File: src/rtl/cordic_hyp_rotate_if.sv
// rtl/cordic_hyp_rotate_if.sv - start/done handshake and result bundle for cordic_hyp_rotate (CORDIC_EXP_EN adds exp_out)
interface cordic_hyp_rotate_if;
    logic        start;
    logic [19:0] z_in;
    logic        busy;
    logic        done;
    logic [19:0] cosh_out;
    logic [19:0] sinh_out;
    logic        range_err;
`ifdef CORDIC_EXP_EN
    logic [19:0] exp_out;

    modport master (output start, z_in,
                    input  busy, done, cosh_out, sinh_out, range_err, exp_out);
    modport slave  (input  start, z_in,
                    output busy, done, cosh_out, sinh_out, range_err, exp_out);
`else
    modport master (output start, z_in,
                    input  busy, done, cosh_out, sinh_out, range_err);
    modport slave  (input  start, z_in,
                    output busy, done, cosh_out, sinh_out, range_err);
`endif
endinterface

File: src/rtl/cordic_hyp_rotate.sv
// rtl/cordic_hyp_rotate.sv - iterative hyperbolic CORDIC rotation producing cosh/sinh; CORDIC_EXP_EN adds exp_out
module cordic_hyp_rotate #(
    parameter int          ITER   = 16,
    parameter logic [19:0] X_INIT = 20'h1351E
) (
    input  logic               clk,
    input  logic               rst,
    cordic_hyp_rotate_if.slave bus
);
    typedef enum logic [1:0] {IDLE, RUN, DONE} state_t;

    localparam logic signed [19:0] Z_LIM    = 20'sh11E42;
    localparam logic [4:0]         LAST_IDX = 5'(ITER);

    state_t             state;
    logic signed [19:0] x, y, z;
    logic [4:0]         idx;
    logic               rep;

    logic signed [19:0] x_sh, y_sh, ang;
    logic signed [19:0] x_nx, y_nx, z_nx;
    logic               rep_idx, last_step;

    // atanh(2^-i) in Q3.16, truncated toward zero
    function automatic logic [19:0] atanh_rom(input logic [4:0] i);
        case (i)
            5'd1:    atanh_rom = 20'h08C9F;
            5'd2:    atanh_rom = 20'h04162;
            5'd3:    atanh_rom = 20'h0202B;
            5'd4:    atanh_rom = 20'h01005;
            5'd5:    atanh_rom = 20'h00800;
            5'd6:    atanh_rom = 20'h00400;
            5'd7:    atanh_rom = 20'h00200;
            5'd8:    atanh_rom = 20'h00100;
            5'd9:    atanh_rom = 20'h00080;
            5'd10:   atanh_rom = 20'h00040;
            5'd11:   atanh_rom = 20'h00020;
            5'd12:   atanh_rom = 20'h00010;
            5'd13:   atanh_rom = 20'h00008;
            5'd14:   atanh_rom = 20'h00004;
            5'd15:   atanh_rom = 20'h00002;
            5'd16:   atanh_rom = 20'h00001;
            default: atanh_rom = 20'h00000;
        endcase
    endfunction

    always_comb begin
        x_sh = x >>> idx;
        y_sh = y >>> idx;
        ang  = atanh_rom(idx);
        if (!z[19]) begin
            x_nx = x + y_sh;
            y_nx = y + x_sh;
            z_nx = z - ang;
        end else begin
            x_nx = x - y_sh;
            y_nx = y - x_sh;
            z_nx = z + ang;
        end
        rep_idx   = (idx == 5'd4) || (idx == 5'd13);
        // a repeated index is only final on its second pass
        last_step = (idx == LAST_IDX) && !(rep_idx && !rep);
    end

    always_ff @(posedge clk) begin
        if (rst) begin
            state         <= IDLE;
            x             <= '0;
            y             <= '0;
            z             <= '0;
            idx           <= '0;
            rep           <= 1'b0;
            bus.busy      <= 1'b0;
            bus.done      <= 1'b0;
            bus.range_err <= 1'b0;
            bus.cosh_out  <= '0;
            bus.sinh_out  <= '0;
`ifdef CORDIC_EXP_EN
            bus.exp_out   <= '0;
`endif
        end else begin
            case (state)
                IDLE: begin
                    bus.done <= 1'b0;
                    if (bus.start) begin
                        x             <= X_INIT;
                        y             <= '0;
                        z             <= bus.z_in;
                        idx           <= 5'd1;
                        rep           <= 1'b0;
                        bus.busy      <= 1'b1;
                        bus.range_err <= ($signed(bus.z_in) > Z_LIM) ||
                                         ($signed(bus.z_in) < -Z_LIM);
                        state         <= RUN;
                    end
                end
                RUN: begin
                    x <= x_nx;
                    y <= y_nx;
                    z <= z_nx;
                    if (rep_idx && !rep) begin
                        rep <= 1'b1;
                    end else begin
                        rep <= 1'b0;
                        idx <= idx + 5'd1;
                    end
                    if (last_step) begin
                        bus.cosh_out <= x_nx;
                        bus.sinh_out <= y_nx;
`ifdef CORDIC_EXP_EN
                        bus.exp_out  <= x_nx + y_nx;
`endif
                        bus.done     <= 1'b1;
                        state        <= DONE;
                    end
                end
                DONE: begin
                    bus.done <= 1'b0;
                    bus.busy <= 1'b0;
                    state    <= IDLE;
                end
                default: state <= IDLE;
            endcase
        end
    end
endmodule

File: src/flat_wrapper.sv
// flat-port wrapper written by rule: the top's interface ports become plain ports
module cordic_hyp_rotate_flat 
#(
    parameter int          ITER   = 16,
    parameter logic [19:0] X_INIT = 20'h1351E
)
  (clk, rst, bus_start, bus_z_in, bus_busy, bus_done, bus_cosh_out, bus_sinh_out, bus_range_err);
  cordic_hyp_rotate_if bus_i ();
  input  logic clk;
  input  logic rst;
  input wire logic [$bits(bus_i.start)-1:0] bus_start;
  input wire logic [$bits(bus_i.z_in)-1:0] bus_z_in;
  output wire logic [$bits(bus_i.busy)-1:0] bus_busy;
  output wire logic [$bits(bus_i.done)-1:0] bus_done;
  output wire logic [$bits(bus_i.cosh_out)-1:0] bus_cosh_out;
  output wire logic [$bits(bus_i.sinh_out)-1:0] bus_sinh_out;
  output wire logic [$bits(bus_i.range_err)-1:0] bus_range_err;
  assign bus_i.start = bus_start;
  assign bus_i.z_in = bus_z_in;
  assign bus_busy = bus_i.busy;
  assign bus_done = bus_i.done;
  assign bus_cosh_out = bus_i.cosh_out;
  assign bus_sinh_out = bus_i.sinh_out;
  assign bus_range_err = bus_i.range_err;
  cordic_hyp_rotate #(.ITER(ITER), .X_INIT(X_INIT)) u_core (.clk(clk), .rst(rst), .bus(bus_i));
endmodule
File: config.mk
export PLATFORM = sky130hd
export DESIGN_NAME = cordic_hyp_rotate_flat
export DESIGN_NICKNAME = d
export VERILOG_FILES = /design/src/rtl/cordic_hyp_rotate_if.sv /design/src/rtl/cordic_hyp_rotate.sv /design/src/flat_wrapper.sv
export SDC_FILE = /design/constraint.sdc
export NUM_CORES = 1
export LEC_CHECK = 0
export ABC_AREA = 0
export ABC_CLOCK_PERIOD_IN_PS = 11900
export CELL_PAD_IN_SITES_DETAIL_PLACEMENT = 0
export CELL_PAD_IN_SITES_GLOBAL_PLACEMENT = 2
export CORE_AREA = 2 2 176 161
export CTS_CLUSTER_DIAMETER = 80
export DETAILED_ROUTE_END_ITERATION = 8
export DIE_AREA = 0 0 178 163
export HOLD_SLACK_MARGIN = 0.03
export PLACE_DENSITY_LB_ADDON = 0.1
export SLEW_MARGIN = 20
export SYNTH_ARGS = -nofsm -noshare
export SYNTH_HDL_FRONTEND = slang
export SYNTH_SLANG_ARGS = --single-unit
File: constraint.sdc
create_clock -name clk -period 11.9 [get_ports clk]
set_input_delay 2.38 -clock clk [delete_from_list [all_inputs] [get_ports clk]]
set_output_delay 2.38 -clock clk [all_outputs]
set_load 0.02 [all_outputs]
# [Word level (Yosys, flattened, before mapping)]
# Memories as Yosys holds them, arrays and structs flattened. A register that Yosys moved wholly into a read port is not among the register bits.
# Cells that the tools add are included.
# Widths: inputs -> output; s select.
[word_totals] ramBits=0 rom_bits=512 wordCells=73 reg_bits=111 latch_bits=0 inputBits=23 output_inout_bits=43 memories=1
[classes] n_shift=2 eq_ne=8 multipliers=0 div_mod_pow=0 muxes=24 add_sub_neg=7 magnitude_cmp=2 n_reduce_logical=18 n_bitwise=0
[memory_table] memory="(name not given)" depth=32 word_bits=16 rd=1 rd_ports_with_merged_regs=1 write_ports=0 line="cordic_hyp_rotate.sv:26" text="case (i)"
[op_table] cell="$mux 20" count=6
[op_table] cell="$pmux 20 s2" count=3
[op_table] cell="$add 20x20->20" count=3
[op_table] cell="$sub 20x20->20" count=3
[op_table] cell="$sshr 20x5->20" count=2
[op_table] cell="$gt 20x18->1 const B" count=1
[op_table] cell="$lt 20x18->1 const B" count=1
[op_table] cell="$mux 5" count=4
[op_table] cell="$reduce_and 2->1" count=6
[op_table] cell="$pmux 5 s2" count=1
[op_table] cell="$pmux 1 s2" count=3
[op_table] cell="$reduce_bool 2->1" count=3
[op_table] cell="$add 5x1->5 const B" count=1
[op_table] cell="$eq 5x3->1 const B" count=1
[op_table] cell="$eq 5x4->1 const B" count=1
[op_table] cell="$eq 5x5->1 const B" count=1
[op_table] cell="$mux 1" count=4
[op_table] cell="$mux 2" count=2
[op_table] cell="$ne 2x2->1 const B" count=2
[op_table] cell="$pmux 2 s2" count=1
[op_table] cell="$reduce_and 3->1" count=1
[op_table] cell="$eq 2x1->1 const B" count=1
[op_table] cell="$eq 2x2->1 const B" count=1
[op_table] cell="$logic_and 1x1->1" count=2
[op_table] cell="5 further kinds" count=7

# [Depth between registers and ports, before layout]
[logic_depth] word_depth=7 depth_mapped=22 mapped_depth_nobuf=18

# [Worst setup path after synthesis]
# Ideal clock, no wire load.
[synth_timing] path_kind="flip-flop to flip-flop" startpoint="register u_core.idx[0]" endpoint="register u_core.bus.cosh_out[19]" period_less_slack_ns=4.706 setup_time_ns=0.115 n_path_buf=1 stages_incl_launch_ff=16 required_ns=11.785 slack_ns=7.194 arrival_ns=4.592 cell_sequence="dfxtp_1 > buf_2 > mux4_2 > mux4_2 > a21boi_0 > a21oi_1 > xor2_1 > ha_1 > or2_2 > o311ai_0 > nand3_1 > a2111oi_0 > o31ai_1 > a31oi_1 > xnor2_1 > o21a_1"
[synth_between] elab_chain_cells=6 elab_cells_between_ends=12 cone_classes="add/sub: 2; eq/ne: 3; shift: 1; mux: 1; reduce/logical: 5"
[synth_lines] item="from (decl)" line="cordic_hyp_rotate.sv:17" text="logic [4:0] idx;"
[synth_lines] item="from (signal assigned)" line="cordic_hyp_rotate.sv:105" text="idx <= idx + 5'd1;"
[synth_lines] item="parallel branches: the longest is 6 deep, another holds $add 20x20->20"
[synth_lines] item="to (signal assigned)" line="cordic_hyp_rotate.sv:108" text="bus.cosh_out <= x_nx;"
[synth_lines] item="to (decl)" line="cordic_hyp_rotate_if.sv:21" text="output busy, done, cosh_out, sinh_out, range_err);"
# Several ways; the timed one is not identified.
# A chain may end at the register's enable or synchronous reset.

# [Worst setup path in the final report]
[layout_timing] startpoint="register u_core.idx[1]" endpoint="register u_core.bus.cosh_out[19]"
# Same word-level chain as after synthesis.

==> results by group <==
Run status
  – Status: finished clean

Logic synthesis
  – Sequential area share after synthesis: 23.7%
  – Mapped Avg Cell Area: 8.17 um^2
  – Syn Nets: 1405
  – Main combinational cell family by area after synthesis: compound AO/OA/AOI/OAI gates
  – Post-synth top area share: 23.7%
  – Top_reg_cell synth: dfxtp_1
  – Area contributors post-synth: dfxtp_1 24%, mux4_2 9.0%, ha_1 7.3%
  – Post-Syn Instances: 1316
  – Mux cell area share after synthesis: 13.4%
  – Number of library cell types mapped by synthesis: 84
  – #FFs+latches synth: 127
  – Largest area contributor in the netlist: dfxtp_1
  – EDFF count, synth: 0
  – Post-Synth XOR/XNOR Area: 8.07%
  – Synth Area in Compound Gates: 22.6%
  – Yosys Warn Count: 0
  – Post-Synth Simple-Gate Area: 19.6%
  – Adder-cell share of the synthesized area: 7.89%
  – Post-Syn Area: 0.0107 mm^2
  – Ys async rst share: 0%

Critical path
  – CP Capture Type: flip-flop
  – CP Max Fanout: 60
  – R2R setup slack: 5.83 ns
  – Crit Path Class: flip-flop to flip-flop
  – Critical R2R Launch: u_core.idx[1]
  – Req. time, crit path: 12.22 ns
  – Crit Reg-Reg Endpoint: u_core.bus.cosh_out[19]
  – Type of origin of the critical path: flip-flop
  – Crit path DAT: 6.39 ns
  – Reg2Reg Depth: 17

Clocking
  – # Post-CTS Setup Buffers: 0
  – Worst-skew pair later-pin latency: 0.43 ns
  – Hold_buf cts: 0
  – Largest buffer count on any clock path: 2
  – CTS root buf: clkbuf_16
  – CTS tree: built
  – CTS buffer count: 17
  – Worst-path clk slew: 0.06 ns
  – CTS resizes: 0
  – H-tree Lvls: 4
  – Clk sink count: 127

Layout
  – Fin area: 0.0123 mm^2
  – Multi-input gate area: 0.00770 mm^2
  – Filler cells: 2737
  – Share of layout cells above drive strength 1: 9.81%
  – Layout Utilization: 44.9%
  – Diodes inserted: 0
  – Nets: 1432
  – Area grow syn2layout: 14.4%
  – FF+latch area: 0.00255 mm^2

STA
  – Unrepaired setup endpoints after global routing: false
  – Slew HR: 29.3%
  – Peak Freq: 0.165 GHz
  – Final Cycle Share: 51.0%
  – Final Skew: 0.0108 ns
  – Count of final setup violators: 0
  – Fin. max-slew vios: 0
  – Final min period: 6.07 ns
  – Sum of negative setup slack: 0 ns
  – Fin. Hold Viols: 0
  – Slew @ Worst Pin: 1.06 ns

Drt
  – Final wirelength: 36900 um
  – DRT iter0 DRCs: 814
  – Via count: 10200
  – DRC: 0
  – First-pass DRT Iterations: 7
  – Vias/cell: 5.93
  – DRT antenna net count: 0
  – Wire per inst: 21.5 um

Place
  – RD Place Congestion: 0.853
  – Dpl cell area: 0.0116 mm^2
  – Input/output buffers: 65
  – DP HPWL: 26700 um

Floorplan
  – Area of the die: 0.0290 mm^2
  – Chip height: 163 um
  – Row count: 58
  – IO Count: 66
  – Width of the die: 178 um
  – Initial Util: 39.3%
  – Core Box Area: 0.0274 mm^2

Worst hold path
  – Min-Delay Endpoint: u_core.bus.cosh_out[7]
  – Tightest Hold Check Type: flip-flop to flip-flop
  – Hold path cells: 2
  – Hold Path Origin: u_core.bus.cosh_out[7]

Power
  – Switching Fraction: 46.4%
  – Sequential share of power: 21.1%
  – LEAKAGE: 0.00470 uW
  – Power per standard cell area: 238 mW/mm^2
  – Net switching power: 1360 uW
  – Combinational group share of total power: 59.6%
  – Pint: 1570 uW
  – Power share of the clock group: 19.3%
  – Worst vdd ir: 125 uV

Run
  – Max Cap Violations: 0

Global route
  – Vias in the first global route: 9703
  – Initial antenna violation count: 0
  – First-pass GRT wire length: 57200 um
  – GRT Overall Usage: 26.0%
  – Largest net degree at the start of global routing: 61
  – GRT overflow: 0
-- cells in the mapped netlist (33+ instances only) --
library cell,instances
xor2_1,44
o21ai_0,33
inv_1,38
nor2_1,127
mux4_2,43
nor3_1,34
dfxtp_1,127
ha_1,63
clkbuf_1,49
nand2_1,167
a21oi_1,129
xnor2_1,55
-- stage by stage --
step	hold WS, ns	setup slack [ns]	std cells	total power, uW
6_report	0.451	5.83	1716	2930
3_3_place_gp	0.443	6.01	1683	2360
3_5_place_dp	0.446	5.88	1683	2340
5_1_grt	0.467	5.39	1716	3160
4_1_cts	0.454	5.84	1715	2930
2_1_floorplan	0.442	7.19	1316	1900
-- worst max-delay path: stages (launching register included) --
cell,delay [ns]
dfxtp_2,0.31
buf_4,0.61
mux4_2,0.62
mux2i_1,0.23
nand2_1,0.10
a31oi_1,0.37
ha_1,0.31
a21oi_1,0.31
ha_1,0.29
nor2b_1,0.14
o31a_1,0.29
o311ai_0,0.54
nand3_1,0.22
a2111oi_0,0.78
o31ai_1,0.24
a31oi_1,0.25
xnor2_1,0.11
o21a_1,0.18
-- logic make-up (layout without fill, tap and decap cells) --
group                    count (synthesis)  count (layout)
AO/OA/AOI/OAI                          366             366
XOR/XNOR                                99              99
adder cells (fa/ha/maj)                 66              66
buffers and inverters                  118             158
flip-flops                             127             127
multiplexers                            83              83
AND/OR/NAND/NOR                        457             457
-- metal layers --
metal / vias up / wire, um / global-route usage, %
li1: 4939 / - / -
met1: 4838 / 17200 / 37.0
met2: 348 / 16100 / 39.0
met3: 58 / 2310 / 4.53
met4: 0 / 1240 / 10.2
met5: - / 0 / 0
-- layout by cell type (no fill, tap or decap), types with 30 or more instances in the layout --
| cell type | synthesis | layout |
|---|---|---|
| dfxtp_1 | 127 | 124 |
| xnor2_1 | 55 | 55 |
| clkdlybuf4s50_1 | 0 | 64 |
| nor2_1 | 127 | 125 |
| nand2_1 | 167 | 167 |
| inv_1 | 38 | 38 |
| mux4_2 | 43 | 43 |
| xor2_1 | 44 | 44 |
| o21ai_0 | 33 | 33 |
| a21oi_1 | 129 | 129 |
| nand3_1 | 30 | 30 |
| ha_1 | 63 | 63 |
| nor3_1 | 34 | 34 |
-- area by class of cell --
type	count	share of cell area, %
flip-flops and latches	127	20.7
clock buffers	21	3.83
multi-input cells	1071	62.7
repair buffers	84	6.59
clock inverters	11	1.27
well taps	360	3.66
inverters	42	1.28
-- power by group through the flow --
stage | Clock (uW) | Combinational, uW | Sequential (uW)
5_1_grt | 596 | 1940 | 623
2_1_floorplan | 0 | 1360 | 548
6_report | 566 | 1750 | 619
3_3_place_gp | 0 | 1740 | 622
4_1_cts | 579 | 1740 | 613
3_5_place_dp | 0 | 1720 | 622
-- sequential cells by signal (all words and copies together), names as in the netlist --
register and flops:
u_core.state 2, u_core.idx 5, u_core.z 20, u_core.y 20, u_core.bus.cosh_out 20, u_core.ang 16
u_core.bus.range_err 1, u_core.rep 1, u_core.x 20, u_core.bus.sinh_out 20, u_core.bus.busy 1, u_core.bus.done 1
-- worst max path at each step --
| stage | from | end | slack [ns] | cells past startpoint |
|---|---|---|---|---|
| global placement | u_core.idx[0] | u_core.bus.sinh_out[18] | 6.01 | 16 |
| global route | u_core.idx[0] | u_core.bus.sinh_out[18] | 5.39 | 16 |
| finish | u_core.idx[1] | u_core.bus.cosh_out[19] | 5.83 | 17 |
| CTS | u_core.idx[1] | u_core.bus.cosh_out[19] | 5.84 | 17 |
| detailed placement | u_core.idx[1] | u_core.bus.cosh_out[19] | 5.88 | 17 |
| floorplan | u_core.idx[0] | u_core.bus.cosh_out[19] | 7.19 | 15 |
No activity file was read; power rests on OpenSTA's default activity.
